**src/rtl/item_pkg.sv**
```systemverilog
// Shared definitions for the item slot manager.
// Holds the item word field positions, screen geometry, commit timing, the
// empty-slot word, the controller FSM state type and small field helpers.
// No ports.
package item_pkg;

  localparam int unsigned NUM_SLOTS    = 9;
  localparam int unsigned ITEM_W       = 14;
  localparam int unsigned SCREENSIZE_H = 16;
  localparam int unsigned SCREENSIZE_V = 12;

  // Item word fields: [13:10] ID, [9:8] orientation, [7:0] tile location.
  localparam int unsigned ID_MSB     = 13;
  localparam int unsigned ID_LSB     = 10;
  localparam int unsigned ORIENT_MSB = 9;
  localparam int unsigned ORIENT_LSB = 8;
  localparam int unsigned LOC_MSB    = 7;
  localparam int unsigned LOC_LSB    = 0;

  localparam logic [7:0]  SCREEN_TILES = 8'(SCREENSIZE_H * SCREENSIZE_V);
  localparam logic [9:0]  COMMIT_LINE  = 10'd480;
  localparam logic [3:0]  EMPTY_ID     = 4'hF;
  localparam logic [13:0] EMPTY_ITEM   = 14'h3C00;

  typedef logic [ITEM_W-1:0] item_t;
  typedef item_t [NUM_SLOTS-1:0] bank_t;

  typedef enum logic [1:0] {StOpen, StClear, StCommit} state_e;

  function automatic logic [3:0] item_id(item_t w);
    return w[ID_MSB:ID_LSB];
  endfunction

  function automatic logic [7:0] item_loc(item_t w);
    return w[LOC_MSB:LOC_LSB];
  endfunction

endpackage

```
**src/rtl/item_slot_manager_if.sv**
```systemverilog
// Update port of the item slot manager: a valid/ready handshake carrying a
// target slot (1..9) and a new 14-bit item word.
//   master: game logic (drives upd_valid, upd_slot, upd_item; sees upd_ready)
//   slave : item_slot_manager (drives upd_ready)
interface item_slot_manager_if;
  import item_pkg::*;

  logic       upd_valid;
  logic       upd_ready;
  logic [3:0] upd_slot;
  item_t      upd_item;

  modport master (output upd_valid, output upd_slot, output upd_item, input upd_ready);
  modport slave  (input upd_valid, input upd_slot, input upd_item, output upd_ready);

endinterface

```
**src/rtl/item_slot_bank.sv**
```systemverilog
// Bank of NUM_SLOTS item registers.
// Ports:
//   clk, reset        clock and synchronous active-high reset (all slots empty)
//   wr_en/idx/data    single-slot write, wr_idx is 0-based
//   clear             set every slot to EMPTY_ITEM
//   load, load_data   copy a whole bank in at one edge
//   words             current register contents
// Priority: reset > clear > load > write.
module item_slot_bank
  import item_pkg::*;
(
  input  logic       clk,
  input  logic       reset,
  input  logic       wr_en,
  input  logic [3:0] wr_idx,
  input  item_t      wr_data,
  input  logic       clear,
  input  logic       load,
  input  bank_t      load_data,
  output bank_t      words
);

  bank_t words_d, words_q;

  always_comb begin
    words_d = words_q;
    if (clear) begin
      words_d = {NUM_SLOTS{EMPTY_ITEM}};
    end else if (load) begin
      words_d = load_data;
    end else if (wr_en) begin
      for (int unsigned i = 0; i < NUM_SLOTS; i++) begin
        if (wr_idx == 4'(i)) words_d[i] = wr_data;
      end
    end
  end

  always_ff @(posedge clk) begin
    if (reset) words_q <= {NUM_SLOTS{EMPTY_ITEM}};
    else       words_q <= words_d;
  end

  assign words = words_q;

endmodule

```
**src/rtl/item_slot_manager.sv**
```systemverilog
// Item slot manager: double-buffered item channels for the frame-buffer
// controller. Updates land in a shadow bank; once per frame, at the first
// blanking line, the shadow is copied to the active bank that drives item_n.
// Ports:
//   clk, reset              clock, synchronous active-high reset
//   counter_V, counter_H    raster position; commit at (COMMIT_LINE, 0)
//   upd                     update handshake (slave side of item_slot_manager_if)
//   clear_all               request to empty the whole shadow bank
//   item_1..item_9          active-bank words (registered)
//   frame_commit            one-cycle pulse when new active words appear
//   upd_err                 sticky flag for rejected updates
//   collision               only with ITEM_COLLISION_CHECK_EN defined: two used
//                           slots shared a location at the last commit
module item_slot_manager
  import item_pkg::*;
(
  input  logic        clk,
  input  logic        reset,
  input  logic [9:0]  counter_V,
  input  logic [9:0]  counter_H,
  item_slot_manager_if.slave upd,
  input  logic        clear_all,
  output item_t       item_1,
  output item_t       item_2,
  output item_t       item_3,
  output item_t       item_4,
  output item_t       item_5,
  output item_t       item_6,
  output item_t       item_7,
  output item_t       item_8,
  output item_t       item_9,
  output logic        frame_commit,
  output logic        upd_err
`ifdef ITEM_COLLISION_CHECK_EN
  ,
  output logic        collision
`endif
);

  state_e state;
  logic   clear_pend;  // clear_all arrived together with commit_now
  bank_t  shadow_words, active_words;

  logic commit_now, upd_ready, upd_accept, slot_ok, loc_ok;

  assign commit_now = (counter_V == COMMIT_LINE) && (counter_H == 10'd0);
  assign upd_ready  = !reset && (state == StOpen) && !commit_now && !clear_all;
  assign upd.upd_ready = upd_ready;
  assign upd_accept = upd.upd_valid && upd_ready;

  assign slot_ok = (upd.upd_slot != 4'd0) && (upd.upd_slot <= 4'd9);
  assign loc_ok  = (item_id(upd.upd_item) == EMPTY_ID) || (item_loc(upd.upd_item) < SCREEN_TILES);

  item_slot_bank u_shadow (
    .clk       (clk),
    .reset     (reset),
    .wr_en     (upd_accept && slot_ok && loc_ok),
    .wr_idx    (upd.upd_slot - 4'd1),
    .wr_data   (upd.upd_item),
    .clear     (state == StClear),
    .load      (1'b0),
    .load_data ({NUM_SLOTS{EMPTY_ITEM}}),
    .words     (shadow_words)
  );

  item_slot_bank u_active (
    .clk       (clk),
    .reset     (reset),
    .wr_en     (1'b0),
    .wr_idx    (4'd0),
    .wr_data   (EMPTY_ITEM),
    .clear     (1'b0),
    .load      (state == StCommit),
    .load_data (shadow_words),
    .words     (active_words)
  );

`ifdef ITEM_COLLISION_CHECK_EN
  logic collide;

  always_comb begin
    collide = 1'b0;
    for (int unsigned i = 0; i < NUM_SLOTS; i++) begin
      for (int unsigned j = i + 1; j < NUM_SLOTS; j++) begin
        if (item_id(shadow_words[i]) != EMPTY_ID && item_id(shadow_words[j]) != EMPTY_ID &&
            item_loc(shadow_words[i]) == item_loc(shadow_words[j])) begin
          collide = 1'b1;
        end
      end
    end
  end
`endif

  always_ff @(posedge clk) begin
    if (reset) begin
      state        <= StOpen;
      clear_pend   <= 1'b0;
      frame_commit <= 1'b0;
      upd_err      <= 1'b0;
`ifdef ITEM_COLLISION_CHECK_EN
      collision    <= 1'b0;
`endif
    end else begin
      frame_commit <= (state == StCommit);
      if (upd_accept && !(slot_ok && loc_ok)) upd_err <= 1'b1;
      unique case (state)
        StOpen: begin
          if (commit_now) begin
            state      <= StCommit;
            clear_pend <= clear_all;  // commit wins, clear runs right after
          end else if (clear_all) begin
            state <= StClear;
          end
        end
        StClear: state <= commit_now ? StCommit : StOpen;
        StCommit: begin
          state      <= (clear_pend || clear_all) ? StClear : StOpen;
          clear_pend <= 1'b0;
`ifdef ITEM_COLLISION_CHECK_EN
          collision  <= collide;
`endif
        end
        default: state <= StOpen;
      endcase
    end
  end

  assign item_1 = active_words[0];
  assign item_2 = active_words[1];
  assign item_3 = active_words[2];
  assign item_4 = active_words[3];
  assign item_5 = active_words[4];
  assign item_6 = active_words[5];
  assign item_7 = active_words[6];
  assign item_8 = active_words[7];
  assign item_9 = active_words[8];

endmodule

```
**src/flat_wrapper.sv**
```systemverilog
// flat-port wrapper written by rule: the top's interface ports become plain ports
module item_slot_manager_flat import item_pkg::*;
  (clk, reset, counter_V, counter_H, clear_all, item_1, item_2, item_3, item_4, item_5, item_6, item_7, item_8, item_9, frame_commit, upd_err, upd_upd_valid, upd_upd_slot, upd_upd_item, upd_upd_ready);
  item_slot_manager_if upd_i ();
  input  logic clk;
  input  logic reset;
  input  logic [9:0] counter_V;
  input  logic [9:0] counter_H;
  input  logic clear_all;
  output item_t item_1;
  output item_t item_2;
  output item_t item_3;
  output item_t item_4;
  output item_t item_5;
  output item_t item_6;
  output item_t item_7;
  output item_t item_8;
  output item_t item_9;
  output logic frame_commit;
  output logic upd_err;
  input wire logic [$bits(upd_i.upd_valid)-1:0] upd_upd_valid;
  input wire logic [$bits(upd_i.upd_slot)-1:0] upd_upd_slot;
  input wire logic [$bits(upd_i.upd_item)-1:0] upd_upd_item;
  output wire logic [$bits(upd_i.upd_ready)-1:0] upd_upd_ready;
  assign upd_i.upd_valid = upd_upd_valid;
  assign upd_i.upd_slot = upd_upd_slot;
  assign upd_i.upd_item = upd_upd_item;
  assign upd_upd_ready = upd_i.upd_ready;
  item_slot_manager u_core (.clk(clk), .reset(reset), .counter_V(counter_V), .counter_H(counter_H), .upd(upd_i), .clear_all(clear_all), .item_1(item_1), .item_2(item_2), .item_3(item_3), .item_4(item_4), .item_5(item_5), .item_6(item_6), .item_7(item_7), .item_8(item_8), .item_9(item_9), .frame_commit(frame_commit), .upd_err(upd_err));
endmodule
```
**config.mk**
```make
export PLATFORM = sky130hd
export DESIGN_NAME = item_slot_manager_flat
export DESIGN_NICKNAME = d
export VERILOG_FILES = /design/src/rtl/item_pkg.sv /design/src/rtl/item_slot_manager_if.sv /design/src/rtl/item_slot_bank.sv /design/src/rtl/item_slot_manager.sv /design/src/flat_wrapper.sv
export SDC_FILE = /design/constraint.sdc
export NUM_CORES = 1
export LEC_CHECK = 0
export ABC_AREA = 1
export BUFFER_PORTS_ARGS = -buffer_cell sky130_fd_sc_hd__buf_2
export CAP_MARGIN = 20
export CORE_MARGIN = 5
export CORE_UTILIZATION = 25
export DETAILED_ROUTE_END_ITERATION = 12
export PLACE_DENSITY = 0.39
export SLEW_MARGIN = 10
export SYNTH_ARGS = -nofsm -noshare
export SYNTH_HDL_FRONTEND = slang
export SYNTH_SLANG_ARGS = --single-unit
```
**constraint.sdc**
```tcl
create_clock -name clk -period 2.25 [get_ports clk]
set_input_delay 0.45 -clock clk [delete_from_list [all_inputs] [get_ports clk]]
set_output_delay 0.45 -clock clk [all_outputs]
set_load 0.02 [all_outputs]
```
==> results.sh, run 1 <==
export IMPL_core_area_um2=38500
export IMPL_synth_seq_cells=257
export IMPL_syn_inst=1292
export IMPL_cp_end_kind="output pin"
export IMPL_cp_start_kind="register"
export IMPL_synth_top_cell_by_area="dfxtp_1"
export IMPL_cts_root_buf="clkbuf_16"
export IMPL_fmax_ghz=0.488
export IMPL_rows=72
export IMPL_routed_wl_mm=31.2
export IMPL_grt_first_pass_wirelength_mm=49.0
export IMPL_drtIter0Drc=459
export IMPL_holdBufCountCts=0
export IMPL_place_ws_ns=0.0863
export IMPL_syn_area_per_cell_um2=7.48
export IMPL_viasPerCell=4.47
export IMPL_synth_compound_area_share_pct=9.70
export IMPL_worstPathRequired_ns=1.80
export IMPL_rsz0062_at_grt="false"
export IMPL_clock_skew_ns=0.00767
export IMPL_syn_num_nets=1334
export IMPL_cts_buffer_depth=3
export IMPL_worst_pin_slew_ns=0.644
export IMPL_area_growth_syn_to_layout_pct=25.3
export IMPL_status="completed"
export IMPL_path_clk_slew_ns=0.06
export IMPL_n_antenna_cell=0
export IMPL_avgRoutedWirePerCell_um=15.9
export IMPL_cts_buffers=30
export IMPL_synth_xor_area_share_pct=0
export IMPL_slowest_delay_ns=0.38
export IMPL_vdd_drop_max_uv=483
export IMPL_p_per_area_nw_per_um2=801
export IMPL_fin_ws_ns=0.201
export IMPL_vias=8790
export IMPL_synthAdderAreaFrac_pct=0
export IMPL_slew_headroom_pct=56.8
export IMPL_postRouteAntennaNets=0
export IMPL_dp_hpwl_mm=19.5
export IMPL_multiInputGateArea_um2=4000
export IMPL_design_area_um2=12100
export IMPL_clock_sinks=257
export IMPL_worstSetupPathType="register to output pin"
export IMPL_synth_cell_types=20
export IMPL_synthMuxAreaShare_pct=0
export IMPL_antenna_found_initial=0
export IMPL_final_nets=1468
export IMPL_finalSetupViolCount=0
export IMPL_fp_dieW_um=207
export IMPL_insertion_delay_ns=0.55
export IMPL_cts_tree="built"
export IMPL_htreeDepth=1
export IMPL_start_util_pct=25.1
export IMPL_boundaryPins=171
export IMPL_power_mw=9.70
export IMPL_worstPathCellList="nor2_1, nand2_1, nor3_1, buf_2"
export IMPL_drv_slew=0
export IMPL_nFillCells=4216
export IMPL_portBuffers=170
export IMPL_critical_path_arrival_ns=1.60
export IMPL_cts_setup_buffers=0
export IMPL_path_max_fanout=4
export IMPL_post_dp_cell_area_um2=11100
export IMPL_finalNonFillerCells=1966
export IMPL_ys_warn_count=0
export IMPL_fin_setup_tns_ns=0
export IMPL_timing_final_crit_share_pct=91.0
export IMPL_seq_area_um2=5140
export IMPL_drive_gt1_share_pct=18.6
export IMPL_p_leak_nw=5.56
export IMPL_synth_top_area_share_pct=53.2
export IMPL_synthTopCellsByArea="dfxtp_1, nor2_1, nand3_1, nand2_1, a21oi_1"
export IMPL_yosys_area_share_simple_pct=31.2
export IMPL_grt_usage_pct=14.3
export IMPL_crit_slowest_cell="dfxtp_1"
export IMPL_ys_seq_area_share_pct=53.2
export IMPL_drc_errors=0
export IMPL_netlist_area_um2=9670
export IMPL_die_area_um2=42700
export IMPL_post_cts_resized=0
export IMPL_overflow=0
export IMPL_final_util_pct=31.5
export IMPL_hold_class="primary input to register"
export IMPL_fp_dieH_um=207
export IMPL_period_minus_slack_ns=2.05
export IMPL_grt_start_max_net_pins=128
export IMPL_gp_congestion=0.734
export IMPL_drt_first_pass_iters=5
export IMPL_hold_viol=0
export IMPL_synth_top_family_by_area="simple AND/OR/NAND/NOR gates"
export IMPL_cap_violations=0
export IMPL_dp_cells=1912
export IMPL_whs_ns=0.147
export IMPL_grt_pass1_vias=8465
==> Yosys cell counts, drive strengths merged <==
library cell / instances
nor3: 2
a21oi: 94
and2: 1
clkbuf: 58
o21ai: 92
buf: 43
nor4: 3
dfxtp: 257
inv: 17
nand2: 215
nand3: 202
clkinv: 11
nand4: 9
nor2: 287
a211oi: 1
==> critical path, delay by kind of cell (launching register included) <==
kind / cells / cell delay (ns)
buffers and inverters: 1 / 0.22
flip-flops: 1 / 0.38
AND/OR/NAND/NOR: 3 / 0.46
==> cell type report <==
type / count / area share, %
well taps: 518 / 5.35
flip-flops and latches: 257 / 42.5
clock buffers: 44 / 7.55
inverters: 28 / 0.899
clock inverters: 10 / 0.434
multi-input cells: 906 / 33.0
repair buffers: 203 / 10.3
==> cell families after synthesis <==
kind of cell           count (synthesis)
and+or+nand+nor                      719
DFF                                  257
AOI/OAI and AO/OA                    187
buffers and inverters                129
==> metal layers <==
| metal | global-route usage [%] | share of wire (%) |
|---|---|---|
| met1 | 21.5 | 51 |
| met2 | 21.8 | 43 |
| met3 | 2.12 | 4.5 |
| met4 | 2.78 | 1.7 |
| met5 | 0 | 0 |
==> power by group <==
part | switching, mW | leakage, nW | internal [mW] | total, mW
Sequential | 0.00573 | 2.07 | 4.56 | 4.56
Combinational | 0.307 | 3.00 | 0.119 | 0.426
Clock | 1.92 | 0.487 | 2.79 | 4.71
Total | 2.24 | 5.56 | 7.47 | 9.70
==> placed cells by master, fill, tap and decap left out <==
cell type / count
nor2_1: 285
dfxtp_1: 257
nand2_1: 215
nand3_1: 202
buf_2: 170
a21oi_1: 93
o21ai_0: 92
clkbuf_16: 31
buf_4: 21
buf_12: 12
clkinv_2: 10
clkinv_1: 10
nand4_1: 9
clkbuf_8: 9
inv_1: 8
inv_2: 8
clkbuf_1: 4
nor4_4: 3
nor3_1: 2
nor2_4: 2
and2_0: 1
inv_4: 1
a21oi_4: 1
a211oi_1: 1
clkinvlp_4: 1
==> flip-flops by register name, summed over array words and instances, names as in the netlist <==
signal / cells
u_core.clear_pend: 1
u_core.frame_commit: 1
u_core.state: 2
u_core.u_active.words: 126
u_core.u_shadow.words: 126
u_core.upd_err: 1
==> path summary, 6_finish.rpt <==
check             depth (start not counted)                   endpoint                       from  slack, ns
setup / recovery                          4              upd_upd_ready            u_core.state[0]       0.20
hold / removal                            2        u_core.frame_commit                      reset       0.15
setup reg to reg                          8   u_core.u_shadow.words[6]            u_core.state[0]       0.56
hold reg to reg                           2  u_core.u_active.words[83]  u_core.u_active.words[83]       0.45
(Power assumes the default switching activity.)
==> run 2, diff against run 1 <==
--- a/config.mk
+++ b/config.mk
@@ -9,9 +9,9 @@
 export BUFFER_PORTS_ARGS = -buffer_cell sky130_fd_sc_hd__buf_2
 export CAP_MARGIN = 20
 export CORE_MARGIN = 5
-export CORE_UTILIZATION = 25
+export CORE_UTILIZATION = 55
 export DETAILED_ROUTE_END_ITERATION = 12
-export PLACE_DENSITY = 0.39
+export PLACE_DENSITY = 0.85
 export SLEW_MARGIN = 10
 export SYNTH_ARGS = -nofsm -noshare
 export SYNTH_HDL_FRONTEND = slang
==> constraint.sdc (replaced) <==
create_clock -name clk -period 2.25 [get_ports clk]
set_input_delay 0.225 -clock clk [delete_from_list [all_inputs] [get_ports clk]]
set_output_delay 0.225 -clock clk [all_outputs]
set_load 0.02 [all_outputs]
==> run 2 against run 1 <==
- core utilization up 35 points
- clock-buffer cell count fell by 7
- final area down 4.9%
- setup slack better by 0.075 ns
- clock skew rose by 0.0056 ns
- critical endpoint unchanged
- largest power group is now sequential cells
- highest routed layer unchanged
==> results.sh, run 2 (synthesis gave the netlist of run 1 again) <==
export IMPL_slew_headroom_pct=54.9
export IMPL_fmax_ghz=0.507
export IMPL_grt_first_pass_wirelength_mm=41.3
export IMPL_critPathTopFamily="simple AND/OR/NAND/NOR gates"
export IMPL_final_nets=1454
export IMPL_fin_ws_ns=0.277
export IMPL_drv_slew=0
export IMPL_nFillCells=1455
export IMPL_grt_pass1_vias=8307
export IMPL_core_area_um2=17300
export IMPL_layout_common_cells="nor2_1, dfxtp_1, nand2_1, nand3_1, buf_2"
export IMPL_hold_class="primary input to register"
export IMPL_reg2regPathDepth=8
export IMPL_overflow=0
export IMPL_holdPathStages=3
export IMPL_worst_pin_slew_ns=0.675
export IMPL_fp_dieH_um=143
export IMPL_timing_final_crit_share_pct=87.7
export IMPL_rsz0062_at_grt="false"
export IMPL_power_mw=9.27
export IMPL_portBuffers=170
export IMPL_p_leak_nw=5.44
export IMPL_cts_setup_buffers=0
export IMPL_path_max_fanout=4
export IMPL_insertion_delay_ns=0.53
export IMPL_drtIter0Drc=737
export IMPL_vias=8963
export IMPL_die_area_um2=20300
export IMPL_worstPathCellList="nor2_1, nand2_1, nor3_1, buf_2"
export IMPL_grt_usage_pct=24.5
export IMPL_reg2reg_slack_ns=0.50
export IMPL_clock_sinks=257
export IMPL_p_per_area_nw_per_um2=804
export IMPL_clock_skew_ns=0.0132
export IMPL_cp_startpoint="u_core.state[0]"
export IMPL_critPathCapture="upd_upd_ready"
export IMPL_rows=48
export IMPL_reg2reg_to="u_core.u_shadow.words[42]"
export IMPL_critical_path_arrival_ns=1.75
export IMPL_antenna_found_initial=0
export IMPL_crit_slowest_cell="dfxtp_1"
export IMPL_gp_congestion=0.837
export IMPL_finalNonFillerCells=1656
export IMPL_period_minus_slack_ns=1.97
export IMPL_n_antenna_cell=0
export IMPL_worstSetupPathType="register to output pin"
export IMPL_boundaryPins=171
export IMPL_area_growth_syn_to_layout_pct=19.2
export IMPL_cts_tree="built"
export IMPL_htreeDepth=1
export IMPL_post_cts_resized=0
export IMPL_fin_setup_tns_ns=0
export IMPL_place_ws_ns=0.417
export IMPL_crit_buf_inv=1
export IMPL_hold_viol=0
export IMPL_dp_cells=1608
export IMPL_worstSetupPathDepth=4
export IMPL_finalSetupViolCount=0
export IMPL_postRouteAntennaNets=0
export IMPL_fp_dieW_um=143
export IMPL_grt_start_max_net_pins=99
export IMPL_cts_root_buf="clkbuf_16"
export IMPL_path_clk_slew_ns=0.06
export IMPL_drt_first_pass_iters=5
export IMPL_worstPathRequired_ns=2.03
export IMPL_drc_errors=0
export IMPL_cts_buffer_depth=3
export IMPL_cp_end_kind="output pin"
export IMPL_status="completed"
export IMPL_avgRoutedWirePerCell_um=15.3
export IMPL_drive_gt1_share_pct=17.3
export IMPL_viasPerCell=5.41
export IMPL_dp_hpwl_mm=15.6
export IMPL_routed_wl_mm=25.3
export IMPL_start_util_pct=55.9
export IMPL_slowest_delay_ns=0.38
export IMPL_vdd_drop_max_uv=638
export IMPL_cp_start_kind="register"
export IMPL_critical_path_reg2reg_startpoint="u_core.state[0]"
export IMPL_final_common_cell="nor2_1"
export IMPL_cap_violations=0
export IMPL_cts_buffers=26
## run 2: metal layers
metal / GRT usage (%) / part of all wire [%] / vias to the layer above
met3: 3.53 / 8.2 / 42
met4: 7.25 / 2.1 / 0
met2: 40.8 / 47 / 352
li1: - / - / 4462
met1: 33.1 / 43 / 4107
met5: 0 / 0 / -
## run 2: worst min-delay path by stage
| stage | from | end |
|---|---|---|
| after floorplan | upd_upd_valid | u_core.upd_err |
| after global placement | u_core.u_active.words[39] | u_core.u_active.words[39] |
| after detailed placement | u_core.u_active.words[68] | u_core.u_active.words[68] |
| after CTS | clear_all | u_core.state[0] |
| after global routing | clear_all | u_core.state[0] |
| final | clear_all | u_core.state[0] |
## run 2: area by class of cell
class                      count  area [µm²]  share of cell area, %
clock inverter                10         109                  0.945
timing repair buffer         193        1140                   9.88
sequential                   257        5140                   44.7
tap                          225         282                   2.44
inverter                      28         109                  0.945
clock buffer                  37         743                   6.45
multi-input combinational    906        4000                   34.7
## run 2: power by group
part	switching, mW	internal [mW]
clock	1.77	2.53
combinational	0.284	0.116
sequential	0.00576	4.56
## run 2: worst reg2reg max path, delay by kind of cell, from the launching register on
kind                   cells  cell delay, ns
buffers and inverters      2            0.45
DFF                        1            0.38
and+or+nand+nor            6            0.81
## run 2: stage by stage
| stage | hold slack [ns] | utilization, % | cell area (µm²) |
|---|---|---|---|
| finish | 0.0383 | 66.6 | 11500 |
| CTS | 0.0197 | 66.6 | 11500 |
| global placement | 0.433 | 61.6 | 10700 |
| floorplan | 0.388 | - | 9670 |
| detailed placement | 0.437 | 61.6 | 10700 |
| global route | 0.0552 | 66.6 | 11500 |
## run 2: timing repair
item,4_1_cts,5_1_grt
hold buffers,1,0
hold endpoints to repair,1,0
setup endpoints to repair,0,0
